[src/rtl/prio_enc_pkg.sv]
// Shared constants and helpers for the pipelined priority encoder.
// Parameter legality check and the mode-dependent local encode live here.
package prio_enc_pkg;

    localparam logic MSB_FIRST = 1'b1;
    localparam logic LSB_FIRST = 1'b0;

    // Widest slice the local encoder helper can handle.
    localparam int unsigned ENC_MAX_W = 32'd64;

    function automatic bit is_pow2(input int unsigned v);
        return (v != 32'd0) && ((v & (v - 32'd1)) == 32'd0);
    endfunction

    function automatic bit params_ok(input int unsigned width, input int unsigned slice);
        return is_pow2(width) && (width >= 32'd4) &&
               is_pow2(slice) && (slice >= 32'd2) && (slice <= width / 32'd2) &&
               (slice <= ENC_MAX_W) && ((width % slice) == 32'd0);
    endfunction

    // Index of the highest (MSB_FIRST) or lowest (LSB_FIRST) set bit among the low n bits.
    function automatic int unsigned local_encode(input logic [ENC_MAX_W-1:0] bits,
                                                 input int unsigned n,
                                                 input logic mode);
        int unsigned idx;
        bit found;
        idx   = 32'd0;
        found = 1'b0;
        for (int unsigned i = 32'd0; i < ENC_MAX_W; i++) begin
            if ((i < n) && bits[i[5:0]] && ((mode == MSB_FIRST) || !found)) begin
                idx   = i;
                found = 1'b1;
            end
        end
        return idx;
    endfunction

endpackage

[src/rtl/prio_slice_enc.sv]
// Combinational SLICE-bit priority encoder: hit flag plus local winning index.
module prio_slice_enc
    import prio_enc_pkg::*;
#(
    parameter  int unsigned SLICE  = 2,
    localparam int unsigned LIDX_W = $clog2(SLICE)
) (
    input  logic [SLICE-1:0]  bits,
    input  logic              msb_first,
    output logic              hit,
    output logic [LIDX_W-1:0] idx
);

    assign hit = |bits;
    assign idx = LIDX_W'(local_encode(ENC_MAX_W'(bits), SLICE, msb_first));

endmodule

[src/rtl/prio_encoder_pipe.sv]
// Two-stage (slice / combine) priority encoder with valid/ready on both sides.
// Optional out_onehot port enabled by defining PRIO_ENC_ONEHOT_EN.
module prio_encoder_pipe
    import prio_enc_pkg::*;
#(
    parameter  int unsigned WIDTH  = 16,
    parameter  int unsigned SLICE  = 2,
    localparam int unsigned IDX_W  = $clog2(WIDTH),
    localparam int unsigned NSLICE = WIDTH / SLICE
) (
    input  logic             clk,
    input  logic             rst,
    input  logic             in_valid,
    output logic             in_ready,
    input  logic [WIDTH-1:0] in_data,
    input  logic             in_msb_first,
    output logic             out_valid,
    input  logic             out_ready,
    output logic [IDX_W-1:0] out_index,
    output logic             out_hit
`ifdef PRIO_ENC_ONEHOT_EN
    ,
    output logic [WIDTH-1:0] out_onehot
`endif
);

    localparam int unsigned LIDX_W = $clog2(SLICE);
    localparam int unsigned SEL_W  = $clog2(NSLICE);

    if (!params_ok(WIDTH, SLICE)) begin : g_param_err
        $error("prio_encoder_pipe: illegal WIDTH/SLICE combination");
    end

    logic [NSLICE-1:0]             slice_hit_s;
    logic [NSLICE-1:0][LIDX_W-1:0] slice_idx_s;

    logic                          s1_valid_d, s1_valid_q;
    logic [NSLICE-1:0]             s1_hit_d, s1_hit_q;
    logic [NSLICE-1:0][LIDX_W-1:0] s1_idx_d, s1_idx_q;
    logic                          s1_mode_d, s1_mode_q;

    logic                          out_valid_d, out_valid_q;
    logic [IDX_W-1:0]              out_index_d, out_index_q;
    logic                          out_hit_d, out_hit_q;
    logic [IDX_W-1:0]              last_index_d, last_index_q;

    logic                          advance_s;
    logic                          in_fire_s;
    logic                          win_found_s;
    logic [SEL_W-1:0]              win_sel_s;
    logic [IDX_W-1:0]              win_index_s;

    for (genvar k = 0; k < NSLICE; k++) begin : g_slice
        prio_slice_enc #(.SLICE(SLICE)) u_enc (
            .bits      (in_data[k*SLICE +: SLICE]),
            .msb_first (in_msb_first),
            .hit       (slice_hit_s[k]),
            .idx       (slice_idx_s[k])
        );
    end

    assign advance_s = !out_valid_q || out_ready;
    assign in_ready  = !rst && (!s1_valid_q || !out_valid_q || out_ready);
    assign in_fire_s = in_valid && in_ready;

    // Stage 1 may also refill an empty slot while stage 2 is stalled.
    always_comb begin
        s1_valid_d = s1_valid_q;
        s1_hit_d   = s1_hit_q;
        s1_idx_d   = s1_idx_q;
        s1_mode_d  = s1_mode_q;
        if (!s1_valid_q || advance_s) begin
            s1_valid_d = in_fire_s;
            s1_hit_d   = slice_hit_s;
            s1_idx_d   = slice_idx_s;
            s1_mode_d  = in_msb_first;
        end else begin
            s1_valid_d = s1_valid_q;
        end
    end

    always_comb begin
        win_found_s = 1'b0;
        win_sel_s   = {SEL_W{1'b0}};
        for (int k = 0; k < NSLICE; k++) begin
            if (s1_hit_q[SEL_W'(k)] && ((s1_mode_q == MSB_FIRST) || !win_found_s)) begin
                win_found_s = 1'b1;
                win_sel_s   = SEL_W'(k);
            end else begin
                win_found_s = win_found_s;
            end
        end
        win_index_s = {win_sel_s, s1_idx_q[win_sel_s]};
    end

    // A miss reports the most recent hit index; only hits refresh it.
    always_comb begin
        out_valid_d  = out_valid_q;
        out_index_d  = out_index_q;
        out_hit_d    = out_hit_q;
        last_index_d = last_index_q;
        if (advance_s) begin
            out_valid_d = s1_valid_q;
            if (s1_valid_q) begin
                out_hit_d   = win_found_s;
                out_index_d = win_found_s ? win_index_s : last_index_q;
                if (win_found_s) begin
                    last_index_d = win_index_s;
                end else begin
                    last_index_d = last_index_q;
                end
            end else begin
                out_hit_d = out_hit_q;
            end
        end else begin
            out_valid_d = out_valid_q;
        end
    end

    always_ff @(posedge clk) begin
        if (rst) begin
            s1_valid_q   <= 1'b0;
            s1_hit_q     <= '0;
            s1_idx_q     <= '0;
            s1_mode_q    <= 1'b0;
            out_valid_q  <= 1'b0;
            out_index_q  <= '0;
            out_hit_q    <= 1'b0;
            last_index_q <= '0;
        end else begin
            s1_valid_q   <= s1_valid_d;
            s1_hit_q     <= s1_hit_d;
            s1_idx_q     <= s1_idx_d;
            s1_mode_q    <= s1_mode_d;
            out_valid_q  <= out_valid_d;
            out_index_q  <= out_index_d;
            out_hit_q    <= out_hit_d;
            last_index_q <= last_index_d;
        end
    end

    assign out_valid = out_valid_q;
    assign out_index = out_index_q;
    assign out_hit   = out_hit_q;

`ifdef PRIO_ENC_ONEHOT_EN
    logic [WIDTH-1:0] out_onehot_d, out_onehot_q;

    // One-hot mirror of out_index, cleared on a miss.
    always_comb begin
        out_onehot_d = out_onehot_q;
        if (advance_s && s1_valid_q) begin
            out_onehot_d = win_found_s ? ({{(WIDTH-1){1'b0}}, 1'b1} << win_index_s)
                                       : {WIDTH{1'b0}};
        end else begin
            out_onehot_d = out_onehot_q;
        end
    end

    always_ff @(posedge clk) begin
        if (rst) begin
            out_onehot_q <= '0;
        end else begin
            out_onehot_q <= out_onehot_d;
        end
    end

    assign out_onehot = out_onehot_q;
`else
`endif

endmodule

[config.mk]
export PLATFORM = sky130hd
export DESIGN_NAME = prio_encoder_pipe
export DESIGN_NICKNAME = d
export VERILOG_FILES = /design/src/rtl/prio_enc_pkg.sv /design/src/rtl/prio_slice_enc.sv /design/src/rtl/prio_encoder_pipe.sv
export SDC_FILE = /design/constraint.sdc
export NUM_CORES = 1
export LEC_CHECK = 0
export CAP_MARGIN = 30
export CELL_PAD_IN_SITES_DETAIL_PLACEMENT = 1
export CELL_PAD_IN_SITES_GLOBAL_PLACEMENT = 1
export CORE_MARGIN = 10
export CORE_UTILIZATION = 25
export CTS_BUF_LIST = sky130_fd_sc_hd__clkbuf_16
export CTS_CLUSTER_SIZE = 10
export DETAILED_ROUTE_END_ITERATION = 6
export DONT_BUFFER_PORTS = 1
export PLACE_DENSITY_LB_ADDON = 0.1
export REMOVE_ABC_BUFFERS = 1
export SETUP_SLACK_MARGIN = 0.3
export SLEW_MARGIN = 20
export SYNTH_ARGS = -nofsm -noshare
export SYNTH_HDL_FRONTEND = slang
export SYNTH_SLANG_ARGS = --single-unit
[constraint.sdc]
create_clock -name clk -period 1.3 [get_ports clk]
set_input_delay 0.325 -clock clk [delete_from_list [all_inputs] [get_ports clk]]
set_output_delay 0.325 -clock clk [all_outputs]
set_load 0.01 [all_outputs]
==> impl_metrics.sql, run 1 <==
INSERT INTO impl_metrics (metric_group, metric, value, unit) VALUES
('clock_network', 'tritoncts', 'yes', ''),
('global_routing', 'antenna_found_initial', '0', ''),
('clock_network', 'clk_pin_slew_worst_paths', '0.05', 'ns'),
('global_routing', 'groute.usage.overall', '0.0860', ''),
('clock_network', 'clockRootBuffer', 'sky130_fd_sc_hd__clkbuf_16', ''),
('route', 'final_antenna_violating_net_count', '0', ''),
('route', 'route.detailed.drc', '0', ''),
('timing', 'worst_slack', '-0.0532', 'ns'),
('timing', 'fin_crit_sh', '1.04', ''),
('worst_hold_path', 'min-delay-path-class', 'in2reg', ''),
('setup_path', 'timing.critical_path.slowest_stage_cell', 'sky130_fd_sc_hd__dfxtp_2', ''),
('pwr', 'pwr_density_cell', '1200', 'mW/mm2'),
('pwr', 'power.total', '1.31', 'mW'),
('clock_network', 'clock_sinks', '15', ''),
('cells_and_area', 'final_util', '0.402', ''),
('route', 'routedWlPerCell', '15.9', 'um'),
('timing', 'final_period_minus_worst_setup_slack', '1.35', 'ns'),
('status', 'outcome', 'finished with violations', ''),
('yosys', 'ys_seq_area_frac', '0.433', ''),
('yosys', 'synth.top_cell.area_share', '0.433', ''),
('yosys', 'synth.largest_area_cell', 'sky130_fd_sc_hd__dfxtp_1', ''),
('floorplanning', 'die_w', '72.7', 'um'),
('clock_network', 'clock_insertion_delay_worst_skew', '0.25', 'ns'),
('yosys', 'netlist_top_cells_area', 'sky130_fd_sc_hd__dfxtp_1 (43%), sky130_fd_sc_hd__nor3_1 (7.2%), sky130_fd_sc_hd__nor2_1 (7.0%)', ''),
('placement', 'globalplace.congestion', '0.724', ''),
('timing', 'worst_clock_skew', '0.00190', 'ns'),
('pwr', 'static_leakage_power', '0.453', 'nW'),
('yosys', 'synthCells', '86', ''),
('clock_network', 'ctsHoldBuffers', '0', ''),
('cells_and_area', 'num-fill-cells', '318', ''),
('timing', 'final_hold_violations', '0', ''),
('yosys', 'synth.distinct_cells', '25', ''),
('timing', 'maxSlewViolCount', '0', ''),
('placement', 'dp_hpwl', '1510', 'um'),
('clock_network', 'cts_buffer_depth', '2', ''),
('clock_network', 'cts-htree-levels', '1', ''),
('yosys', 'async_reset_ff_frac', '0', ''),
('global_routing', 'largest_net_degree_at_the_start_of_global_routing', '17', ''),
('floorplanning', 'initial_utilization', '0.256', ''),
('cells_and_area', 'finalNetCount', '126', ''),
('yosys', 'syn_area_per_cell', '8.06', 'um2'),
('cells_and_area', 'final_cell_mix', 'sky130_fd_sc_hd__buf_4 (14), sky130_fd_sc_hd__nor2_1 (11), sky130_fd_sc_hd__dfxtp_1 (8), sky130_fd_sc_hd__dfxtp_2 (7), sky130_fd_sc_hd__a21oi_2 (6)', ''),
('cells_and_area', 'final_layout_size_suffix_gt1_frac', '0.577', ''),
('setup_path', 'worstSetupPathType', 'reg2out', ''),
('setup_path', 'critPathLaunchType', 'flop', ''),
('clock_network', 'numCtsBuffers', '3', ''),
('floorplanning', 'core-area', '0.00271', 'mm2'),
('yosys', 'synth_xor_xnor_area_share', '0', ''),
('route', 'route.final.wire_length', '2150', 'um'),
('setup_path', 'critical_path_required', '0.98', 'ns'),
('job', 'drv.max_cap_violation_count', '0', ''),
('yosys', 'yosys.area_share.simple', '0.354', ''),
('yosys', 'count_of_flip_flops_with_a_built_in_enable_after_synthesis', '0', ''),
('route', 'detail_route.first_pass.iterations', '3', ''),
('cells_and_area', 'syn2layout_area_growth', '57.2', '%'),
('timing', 'hold-worst-slack', '0.136', 'ns'),
('global_routing', 'grt_pass1_vias', '704', ''),
('timing', 'setup_viol', '6', ''),
('setup_path', 'critical_path.max_fanout', '2', ''),
('yosys', 'yosys-mux-area-fraction', '0.0289', ''),
('yosys', 'complex_gate_fraction_of_the_synthesized_area', '0.143', ''),
('setup_path', 'worst_path_largest_cell_delay', '0.31', 'ns'),
('yosys', 'synth.ff_latch_count', '15', ''),
('setup_path', 'endpoint_kind', 'primary output', ''),
('route', 'routed_via_density', '4.96', ''),
('setup_path', 'crit_path_cell_trace', 'and2b_2 > and2_4 > nor2_4', ''),
('global_routing', 'wire_length_of_the_first_global_routing_pass', '3520', 'um'),
('status', 'failed_checks', 'setup timing', ''),
('yosys', 'number_of_warnings_issued_by_yosys', '0', ''),
('route', 'dr_total_vias', '670', ''),
('yosys', 'dominant_combinational_cell_family_by_area_after_synthesis', 'simple AND/OR/NAND/NOR gates', '');
## synth_stat cells, types with 2 or more instances
library cell and instances:
sky130_fd_sc_hd__nand3_1 4, sky130_fd_sc_hd__a21oi_1 9, sky130_fd_sc_hd__mux2i_1 2, sky130_fd_sc_hd__nand2_1 9, sky130_fd_sc_hd__nand2b_1 5, sky130_fd_sc_hd__nor3_1 10, sky130_fd_sc_hd__nor2_1 13, sky130_fd_sc_hd__clkbuf_1 2
sky130_fd_sc_hd__dfxtp_1 15, sky130_fd_sc_hd__nor2b_1 2
## power breakdown
group | total [mW] | internal (mW) | switching (mW)
Clock | 0.606 | 0.411 | 0.194
Combinational | 0.172 | 0.104 | 0.0687
Sequential | 0.528 | 0.492 | 0.0356
Total | 1.31 | 1.01 | 0.299
## cells by family after synthesis
kind of cell,Yosys count
muxes,2
buffers and inverters,4
other,1
AOI/OAI and AO/OA,15
DFF,15
and+or+nand+nor,49
## routing by layer
layer / global-route usage / wire length (um) / vias up
met2: 0.143 / 1140 / 13
li1: - / - / 328
met1: 0.0912 / 813 / 327
met3: 0.0435 / 167 / 2
met5: 0 / 0 / -
met4: 0.0316 / 23 / 0
## path summary, 6_finish.rpt
path | startpoint | endpoint | slack [ns] | cells past startpoint
worst max-delay path | out_valid$_SDFFE_PP0N_ | in_ready | -0.05 | 3
worst min-delay path | rst | last_index_q[0]$_SDFFE_PP0P_ | 0.14 | 1
worst max register to register | out_valid$_SDFFE_PP0N_ | s1_hit_q[3]$_SDFFE_PP0P_ | -0.03 | 7
worst min register to register | s1_idx_q[1]$_SDFFE_PP0P_ | s1_idx_q[1]$_SDFFE_PP0P_ | 0.46 | 2
## timing repair
| item | in CTS | in global routing |
|---|---|---|
| pin swaps | 6 | 6 |
| setup endpoints to repair | 16 | 16 |
| resized for setup | 27 | 20 |
| setup buffers | 4 | 3 |
## through the flow
step | setup TNS [ns] | std cells | cell area, um2 | setup slack (ns)
finish | -0.150 | 135 | 1090 | -0.0532
global placement | -0.0457 | 124 | 790 | -0.0457
CTS | -0.105 | 132 | 991 | -0.0926
global route | -0.748 | 135 | 1090 | -0.100
floorplan | 0 | 82 | 668 | 0.00708
detailed placement | -0.0187 | 124 | 790 | -0.0187
## registers in the layout, summed over array words and instances, names as in the netlist
register,cells
s1_idx_q,4
out_hit,1
s1_valid_q,1
s1_hit_q,4
out_valid,1
s1_mode_q,1
last_index_q,3
## final cells by class
class | count | area, um2 | area share
well taps | 31 | 38.8 | 0.0356
flip-flops and latches | 15 | 309 | 0.284
clock inverters | 1 | 5.00 | 0.00459
multi-input cells | 67 | 504 | 0.463
repair buffers | 18 | 158 | 0.145
clock buffers | 3 | 75.1 | 0.0689
## critical path, delay by kind of cell (launching register included)
family	cells	cell delay, ns
flip-flops	1	0.31
AND/OR/NAND/NOR	3	0.47
(Power assumes the default switching activity.)
==> run 2, diff against run 1 <==
PLACE_DENSITY = 0.54   (was not set)
PLACE_DENSITY_LB_ADDON = not set   (was 0.1)
SYNTH_HIERARCHICAL = 1   (was not set)
==> impl_metrics.sql, run 2 <==
INSERT INTO impl_metrics (metric_group, metric, value, unit) VALUES
('yosys', 'netlist_top_cells_area', 'sky130_fd_sc_hd__dfxtp_1 (40%), sky130_fd_sc_hd__a21oi_1 (11%), sky130_fd_sc_hd__nand3_1 (6.0%)', ''),
('status', 'outcome', 'finished with violations', ''),
('route', 'met1_length', '954', 'um'),
('clock_network', 'numCtsBuffers', '3', ''),
('route', 'route.final.wire_length', '2230', 'um'),
('timing', 'fin_crit_sh', '1.00', ''),
('cells_and_area', 'final_layout_size_suffix_gt1_frac', '0.387', ''),
('cells_and_area', 'largest_registers', 's1_hit_q: 4 flops, s1_idx_q: 4 flops, last_index_q: 3 flops', ''),
('floorplanning', 'die_w', '74.7', 'um'),
('clock_network', 'clockRootBuffer', 'sky130_fd_sc_hd__clkbuf_16', ''),
('floorplanning', 'cell_rows', '19', ''),
('setup_path', 'critical_path_required', '0.98', 'ns'),
('route', 'initialDrtViolationCount', '24', ''),
('route', 'top_layer_used', 'met4', ''),
('pwr', 'internal_power', '1.00', 'mW'),
('status', 'failed_checks', 'setup timing', ''),
('global_routing', 'grt_remaining_overflow', '0', ''),
('timing', 'worst_clock_skew', '0.00487', 'ns'),
('cells_and_area', 'num-fill-cells', '339', ''),
('clock_network', 'cts-htree-levels', '1', ''),
('setup_path', 'endpoint_kind', 'primary output', ''),
('global_routing', 'groute.usage.overall', '0.0856', ''),
('timing', 'timing.fmax', '768', 'MHz'),
('yosys', 'most_common_flop_cell_mapped_by_yosys', 'sky130_fd_sc_hd__dfxtp_1', ''),
('placement', 'dp_hpwl', '1600', 'um'),
('cells_and_area', 'finalNetCount', '133', ''),
('pwr', 'power.total', '1.32', 'mW'),
('cells_and_area', 'final_util', '0.387', ''),
('yosys', 'number_of_warnings_issued_by_yosys', '6', ''),
('placement', 'placement.io_buffers', '0', ''),
('pwr', 'pwr_density_cell', '1220', 'mW/mm2'),
('route', 'routedWlPerCell', '15.7', 'um'),
('global_routing', 'antenna_found_initial', '0', ''),
('setup_path', 'cp_data_arrival_time', '0.98', 'ns'),
('global_routing', 'wire_length_of_the_first_global_routing_pass', '3720', 'um'),
('pwr', 'peakVddDrop', '0.414', 'mV'),
('yosys', 'syn_area', '747', 'um2'),
('yosys', 'async_reset_ff_frac', '0', ''),
('yosys', 'synth.most_common_cell', 'sky130_fd_sc_hd__a21oi_1', ''),
('yosys', 'synth.top_cell.area_share', '0.402', ''),
('yosys', 'synth.distinct_cells', '29', ''),
('clock_network', 'ctsHoldBuffers', '0', ''),
('timing', 'final_period_minus_worst_setup_slack', '1.30', 'ns'),
('route', 'final_antenna_violating_net_count', '0', ''),
('cells_and_area', 'final_cell_mix', 'sky130_fd_sc_hd__a21oi_1 (10), sky130_fd_sc_hd__buf_4 (10), sky130_fd_sc_hd__nand2_1 (9), sky130_fd_sc_hd__dfxtp_1 (9)', ''),
('global_routing', 'grt_pass1_vias', '798', ''),
('floorplanning', 'initial_utilization', '0.266', ''),
('timing', 'rsz0062_at_grt', 'yes', ''),
('clock_network', 'clock_insertion_delay_worst_skew', '0.25', 'ns'),
('pwr', 'static_leakage_power', '0.457', 'nW'),
('clock_network', 'clk_pin_slew_worst_paths', '0.05', 'ns'),
('timing', 'maxSlewViolCount', '0', ''),
('floorplanning', 'die_height', '74.7', 'um'),
('timing', 'final_hold_violations', '0', ''),
('clock_network', 'cts_buffer_depth', '2', ''),
('floorplanning', 'design.die.area', '0.00557', 'mm2'),
('setup_path', 'worstSetupPathType', 'reg2out', ''),
('setup_path', 'critPathLaunchType', 'flop', ''),
('yosys', 'synth.largest_area_cell', 'sky130_fd_sc_hd__dfxtp_1', ''),
('cells_and_area', 'n_antenna_cell', '0', ''),
('route', 'routed_via_density', '4.98', ''),
('global_routing', 'largest_net_degree_at_the_start_of_global_routing', '17', ''),
('yosys', 'syn_area_per_cell', '7.78', 'um2'),
('route', 'met3_layer_wire_length_in_the_routed_design', '114', 'um'),
('pwr', 'clock_power_share', '0.459', ''),
('timing', 'worst_slack', '-0.00233', 'ns'),
('yosys', 'ys_seq_area_frac', '0.402', ''),
('route', 'detailroute.wirelength.met2', '1100', 'um'),
('job', 'drv.max_cap_violation_count', '0', ''),
('yosys', 'synthCells', '96', ''),
('clock_network', 'tritoncts', 'yes', ''),
('pwr', 'switching_share', '0.241', ''),
('pwr', 'share_seq_of_total_power', '0.396', ''),
('placement', 'globalplace.congestion', '0.756', ''),
('floorplanning', 'core-area', '0.00281', 'mm2'),
('placement', 'placement.setup.worst_slack', '-0.159', 'ns'),
('pwr', 'netSwitchingPower', '0.318', 'mW'),
('route', 'route.detailed.drc', '0', ''),
('pwr', 'comb_power_share', '0.145', ''),
('timing', 'setup_viol', '1', ''),
('floorplanning', 'ios', '28', ''),
('setup_path', 'critical_path.max_fanout', '13', ''),
('yosys', 'count_of_flip_flops_with_a_built_in_enable_after_synthesis', '0', ''),
('yosys', 'netlist_top_cells_count', 'sky130_fd_sc_hd__a21oi_1 (16), sky130_fd_sc_hd__dfxtp_1 (15), sky130_fd_sc_hd__nand2_1 (10), sky130_fd_sc_hd__nand3_1 (9), sky130_fd_sc_hd__nor2_1 (8)', ''),
('yosys', 'synth.ff_latch_count', '15', ''),
('worst_hold_path', 'min-delay-path-class', 'in2reg', ''),
('route', 'detail_route.first_pass.iterations', '2', ''),
('cells_and_area', 'syn2layout_area_growth', '45.4', '%'),
('clock_network', 'clock_sinks', '15', ''),
('route', 'dr_total_vias', '707', '');
-- run 2: changes by cell type after synthesis, moves of 2 or more --
cell | before | now
sky130_fd_sc_hd__nor3_1 | 10 | 2
sky130_fd_sc_hd__a21oi_1 | 9 | 16
sky130_fd_sc_hd__nand3_1 | 4 | 9
sky130_fd_sc_hd__nor2_1 | 13 | 8
sky130_fd_sc_hd__a21boi_1 | 0 | 4
sky130_fd_sc_hd__inv_1 | 0 | 4
sky130_fd_sc_hd__or2_1 | 0 | 4
sky130_fd_sc_hd__nand2b_1 | 5 | 2
sky130_fd_sc_hd__a211o_1 | 0 | 2
-- run 2: final timing paths --
| path | start | end | slack, ns | cells after the start |
|---|---|---|---|---|
| setup / recovery | s1_valid_q$_SDFFE_PP0P_ | in_ready | -0.002 | 2 |
| hold / removal | rst | s1_hit_q[0]$_SDFFE_PP0P_ | 0.13 | 1 |
| setup reg to reg | s1_hit_q[3]$_SDFFE_PP0P_ | last_index_q[0]$_SDFFE_PP0P_ | 0.01 | 5 |
| hold reg to reg | s1_idx_q[1]$_SDFFE_PP0P_ | s1_idx_q[1]$_SDFFE_PP0P_ | 0.46 | 2 |
-- run 2: what timing repair did --
action	in CTS	in global routing
buffers inserted	2	2
setup endpoints to repair	15	17
hold endpoints to repair	0	0
gates resized for setup	25	9
pin swaps	4	3
-- run 2: logic make-up (layout without fill, tap and decap cells) --
logic type | after synthesis | count (layout) | share of synthesized area
multiplexers | 1 | 1 | 0.0134
other | 1 | 1 | 0.00502
flip-flops | 15 | 15 | 0.402
buffers and inverters | 10 | 25 | 0.0569
AO/OA/AOI/OAI | 28 | 28 | 0.241
AND/OR/NAND/NOR | 41 | 41 | 0.281
-- run 2: per-layer routing --
metal,global-route usage,up-vias
met5,0,-
met4,0.0504,0
met3,0.0223,5
met2,0.141,13
met1,0.0978,331
li1,-,358
-- run 2: stage by stage --
step | setup TNS [ns] | area (um2) | hold slack, ns | cells
3_3_place_gp | -0.146 | 856 | 0.396 | 134
5_1_grt | -0.192 | 1090 | 0.121 | 142
3_5_place_dp | -0.387 | 856 | 0.399 | 134
4_1_cts | -0.0293 | 1040 | 0.130 | 140
6_report | -0.00233 | 1090 | 0.130 | 142
2_1_floorplan | -2.82 | 719 | 0.393 | 90
-- run 2: area by class of cell --
type,count,area (um2),share of cell area
Timing Repair Buffer,17,158,0.145
Clock inverter,1,3.75,0.00346
Sequential cell,15,315,0.290
Multi-Input combinational cell,71,480,0.442
Tap cell,31,38.8,0.0357
Clock buffer,3,75.1,0.0691
Inverter,4,15.0,0.0138
-- run 2: power by group through the flow --
stage | clock network [mW] | registers (mW) | logic (mW)
finish | 0.606 | 0.523 | 0.191
detailed placement | 0 | 0.526 | 0.156
CTS | 0.610 | 0.525 | 0.181
floorplan | 0 | 0.527 | 0.0893
global route | 0.644 | 0.527 | 0.214
global placement | 0 | 0.525 | 0.152
-- run 2: critical path, stage by stage (launching register included) --
cell                      delay (ns)
sky130_fd_sc_hd__dfxtp_1        0.33
sky130_fd_sc_hd__buf_4          0.21
sky130_fd_sc_hd__a21oi_4        0.18
==> run 3, diff against run 2 <==
CORE_ASPECT_RATIO = 0.8   (was not set)
==> impl_metrics.sql, run 3 (same netlist as run 2, synthesis figures left out) <==
INSERT INTO impl_metrics (metric_group, metric, value, unit) VALUES
('route', 'route.detailed.drc', '0', ''),
('setup_path', 'critPathLaunchType', 'flop', ''),
('cells_and_area', 'final_cell_mix', 'sky130_fd_sc_hd__buf_4 (14), sky130_fd_sc_hd__dfxtp_1 (10), sky130_fd_sc_hd__nand2_1 (9), sky130_fd_sc_hd__a21oi_2 (7), sky130_fd_sc_hd__a21oi_1 (7)', ''),
('setup_path', 'endpoint_kind', 'flop', ''),
('clock_network', 'clock_insertion_delay_worst_skew', '0.25', 'ns'),
('setup_path', 'timing.reg2reg.worst_path_depth', '4', ''),
('global_routing', 'wire_length_of_the_first_global_routing_pass', '3680', 'um'),
('pwr', 'switching_share', '0.245', ''),
('placement', 'placement.io_buffers', '0', ''),
('worst_hold_path', 'min_delay_startpoint', 'rst', ''),
('floorplanning', 'ios', '28', ''),
('setup_path', 'cp_data_arrival_time', '1.48', 'ns'),
('placement', 'placement.setup.worst_slack', '-0.0626', 'ns'),
('placement', 'place_area', '865', 'um2'),
('global_routing', 'grt_pass1_vias', '761', ''),
('floorplanning', 'design.die.area', '0.00559', 'mm2'),
('placement', 'dp_hpwl', '1630', 'um'),
('job', 'drv.max_cap_violation_count', '0', ''),
('pwr', 'power.total', '1.35', 'mW'),
('pwr', 'peakVddDrop', '0.522', 'mV'),
('global_routing', 'groute.usage.overall', '0.0846', ''),
('timing', 'maxSlewViolCount', '0', ''),
('route', 'final_antenna_violating_net_count', '0', ''),
('placement', 'globalplace.congestion', '0.769', ''),
('global_routing', 'antenna_found_initial', '0', ''),
('clock_network', 'clock_sinks', '15', ''),
('timing', 'setup_viol', '1', ''),
('clock_network', 'numCtsBuffers', '3', ''),
('setup_path', 'critical_path_required', '1.46', 'ns'),
('setup_path', 'timing.rr.end', 'last_index_q[0]$_SDFFE_PP0P_', ''),
('setup_path', 'worst_setup_path_startpoint', 's1_mode_q$_SDFFE_PP0P_', ''),
('cells_and_area', 'finalNetCount', '136', ''),
('cells_and_area', 'n_antenna_cell', '0', ''),
('pwr', 'comb_power_share', '0.166', ''),
('route', 'route.final.wire_length', '2470', 'um'),
('status', 'outcome', 'finished with violations', ''),
('route', 'routedWlPerCell', '16.3', 'um'),
('cells_and_area', 'syn2layout_area_growth', '62.0', '%'),
('clock_network', 'clockRootBuffer', 'sky130_fd_sc_hd__clkbuf_16', ''),
('pwr', 'static_leakage_power', '0.482', 'nW'),
('floorplanning', 'cell_rows', '17', ''),
('floorplanning', 'initial_utilization', '0.266', ''),
('route', 'routed_via_density', '4.78', ''),
('timing', 'worst_clock_skew', '0.00277', 'ns'),
('pwr', 'pwr_density_cell', '1110', 'mW/mm2'),
('route', 'detail_route.first_pass.iterations', '4', ''),
('global_routing', 'grt_remaining_overflow', '0', ''),
('clock_network', 'cts-htree-levels', '1', ''),
('setup_path', 'worstSetupPathType', 'reg2reg', ''),
('global_routing', 'largest_net_degree_at_the_start_of_global_routing', '17', ''),
('timing', 'final_period_minus_worst_setup_slack', '1.32', 'ns'),
('setup_path', 'rrSetupSlack', '-0.02', 'ns'),
('floorplanning', 'die_height', '68.9', 'um'),
('pwr', 'internal_power', '1.02', 'mW'),
('floorplanning', 'core-area', '0.00281', 'mm2'),
('floorplanning', 'die_w', '81.1', 'um'),
('route', 'dr_total_vias', '727', ''),
('status', 'failed_checks', 'setup timing', ''),
('clock_network', 'clk_pin_slew_worst_paths', '0.05', 'ns'),
('setup_path', 'critical_path.max_fanout', '5', ''),
('pwr', 'clock_power_share', '0.442', ''),
('route', 'initialDrtViolationCount', '29', ''),
('pwr', 'netSwitchingPower', '0.329', 'mW'),
('clock_network', 'tritoncts', 'yes', ''),
('worst_hold_path', 'min-delay-path-class', 'in2reg', ''),
('cells_and_area', 'mostFrequentLayoutCell', 'sky130_fd_sc_hd__buf_4', ''),
('cells_and_area', 'final_util', '0.431', ''),
('setup_path', 'cp-endpoint', 'last_index_q[0]$_SDFFE_PP0P_', ''),
('setup_path', 'r2r_start', 's1_mode_q$_SDFFE_PP0P_', ''),
('timing', 'worst_slack', '-0.0196', 'ns'),
('cells_and_area', 'largest_registers', 's1_hit_q: 4 flops, s1_idx_q: 4 flops, last_index_q: 3 flops', ''),
('timing', 'rsz0062_at_grt', 'yes', ''),
('timing', 'timing.fmax', '758', 'MHz'),
('timing', 'fin_crit_sh', '1.02', ''),
('clock_network', 'cts_buffer_depth', '2', ''),
('pwr', 'share_seq_of_total_power', '0.392', ''),
('cells_and_area', 'design_area', '0.00121', 'mm2'),
('timing', 'final_hold_violations', '0', ''),
('cells_and_area', 'final_layout_size_suffix_gt1_frac', '0.474', '');
run 3: cell count changes in the layout (fill, tap and decap cells not counted), sizes merged:
| cell | delta |
|---|---|
| buf | +2 |
| clkbuf | +1 |
run 3: final cells by class:
type / count / area, um2
clock inverter: 1 / 3.75
multi-input combinational: 71 / 567
timing repair buffer: 20 / 190
inverter: 4 / 15.0
sequential: 15 / 312
fill: 341 / 1600
clock buffer: 3 / 75.1
tap: 38 / 47.5
run 3: worst min path at each step:
stage,end,slack (ns),cells after the start
6_report,s1_hit_q[1]$_SDFFE_PP0P_,0.13,1
5_1_grt,s1_hit_q[1]$_SDFFE_PP0P_,0.13,1
4_1_cts,s1_hit_q[1]$_SDFFE_PP0P_,0.13,1
3_5_place_dp,last_index_q[0]$_SDFFE_PP0P_,0.40,1
3_3_place_gp,last_index_q[0]$_SDFFE_PP0P_,0.40,1
2_1_floorplan,last_index_q[0]$_SDFFE_PP0P_,0.39,1
run 3: worst max-delay path, stage by stage, from the launching register on:
cell and delay [ns]:
sky130_fd_sc_hd__dfxtp_1 0.42, sky130_fd_sc_hd__and3b_1 0.22, sky130_fd_sc_hd__nor3_1 0.06, sky130_fd_sc_hd__a211o_1 0.30
sky130_fd_sc_hd__a311oi_2 0.22
run 3: through the flow:
stage | hold slack (ns) | TNS, ns | instances
after global routing | 0.128 | -0.137 | 152
after detailed placement | 0.398 | -0.0988 | 141
final | 0.133 | -0.0196 | 152
after CTS | 0.130 | 0 | 149
after floorplan | 0.393 | -2.82 | 90
after global placement | 0.398 | -0.0771 | 141
run 3: timing repair:
item / CTS / global route
pin swaps: 4 / 11
gates cloned: 0 / 1
endpoints found under the setup margin: 16 / 17
resized for setup: 19 / 27
hold buffers: 0 / 0
buffers inserted: 4 / 2
run 3: routing by layer:
| layer | up-vias | track usage | wire (um) |
|---|---|---|---|
| met4 | 0 | 0.0453 | 51 |
| li1 | 367 | - | - |
| met1 | 344 | 0.0987 | 1110 |
| met3 | 5 | 0.0284 | 99 |
| met5 | - | 0 | 0 |
| met2 | 11 | 0.136 | 1220 |
run 3: power groups by stage:
| stage | Clock [mW] | Combinational (mW) | Sequential [mW] |
|---|---|---|---|
| global route | 0.632 | 0.245 | 0.530 |
| floorplan | 0 | 0.0893 | 0.527 |
| detailed placement | 0 | 0.154 | 0.528 |
| global placement | 0 | 0.150 | 0.526 |
| CTS | 0.610 | 0.183 | 0.520 |
| finish | 0.595 | 0.224 | 0.527 |
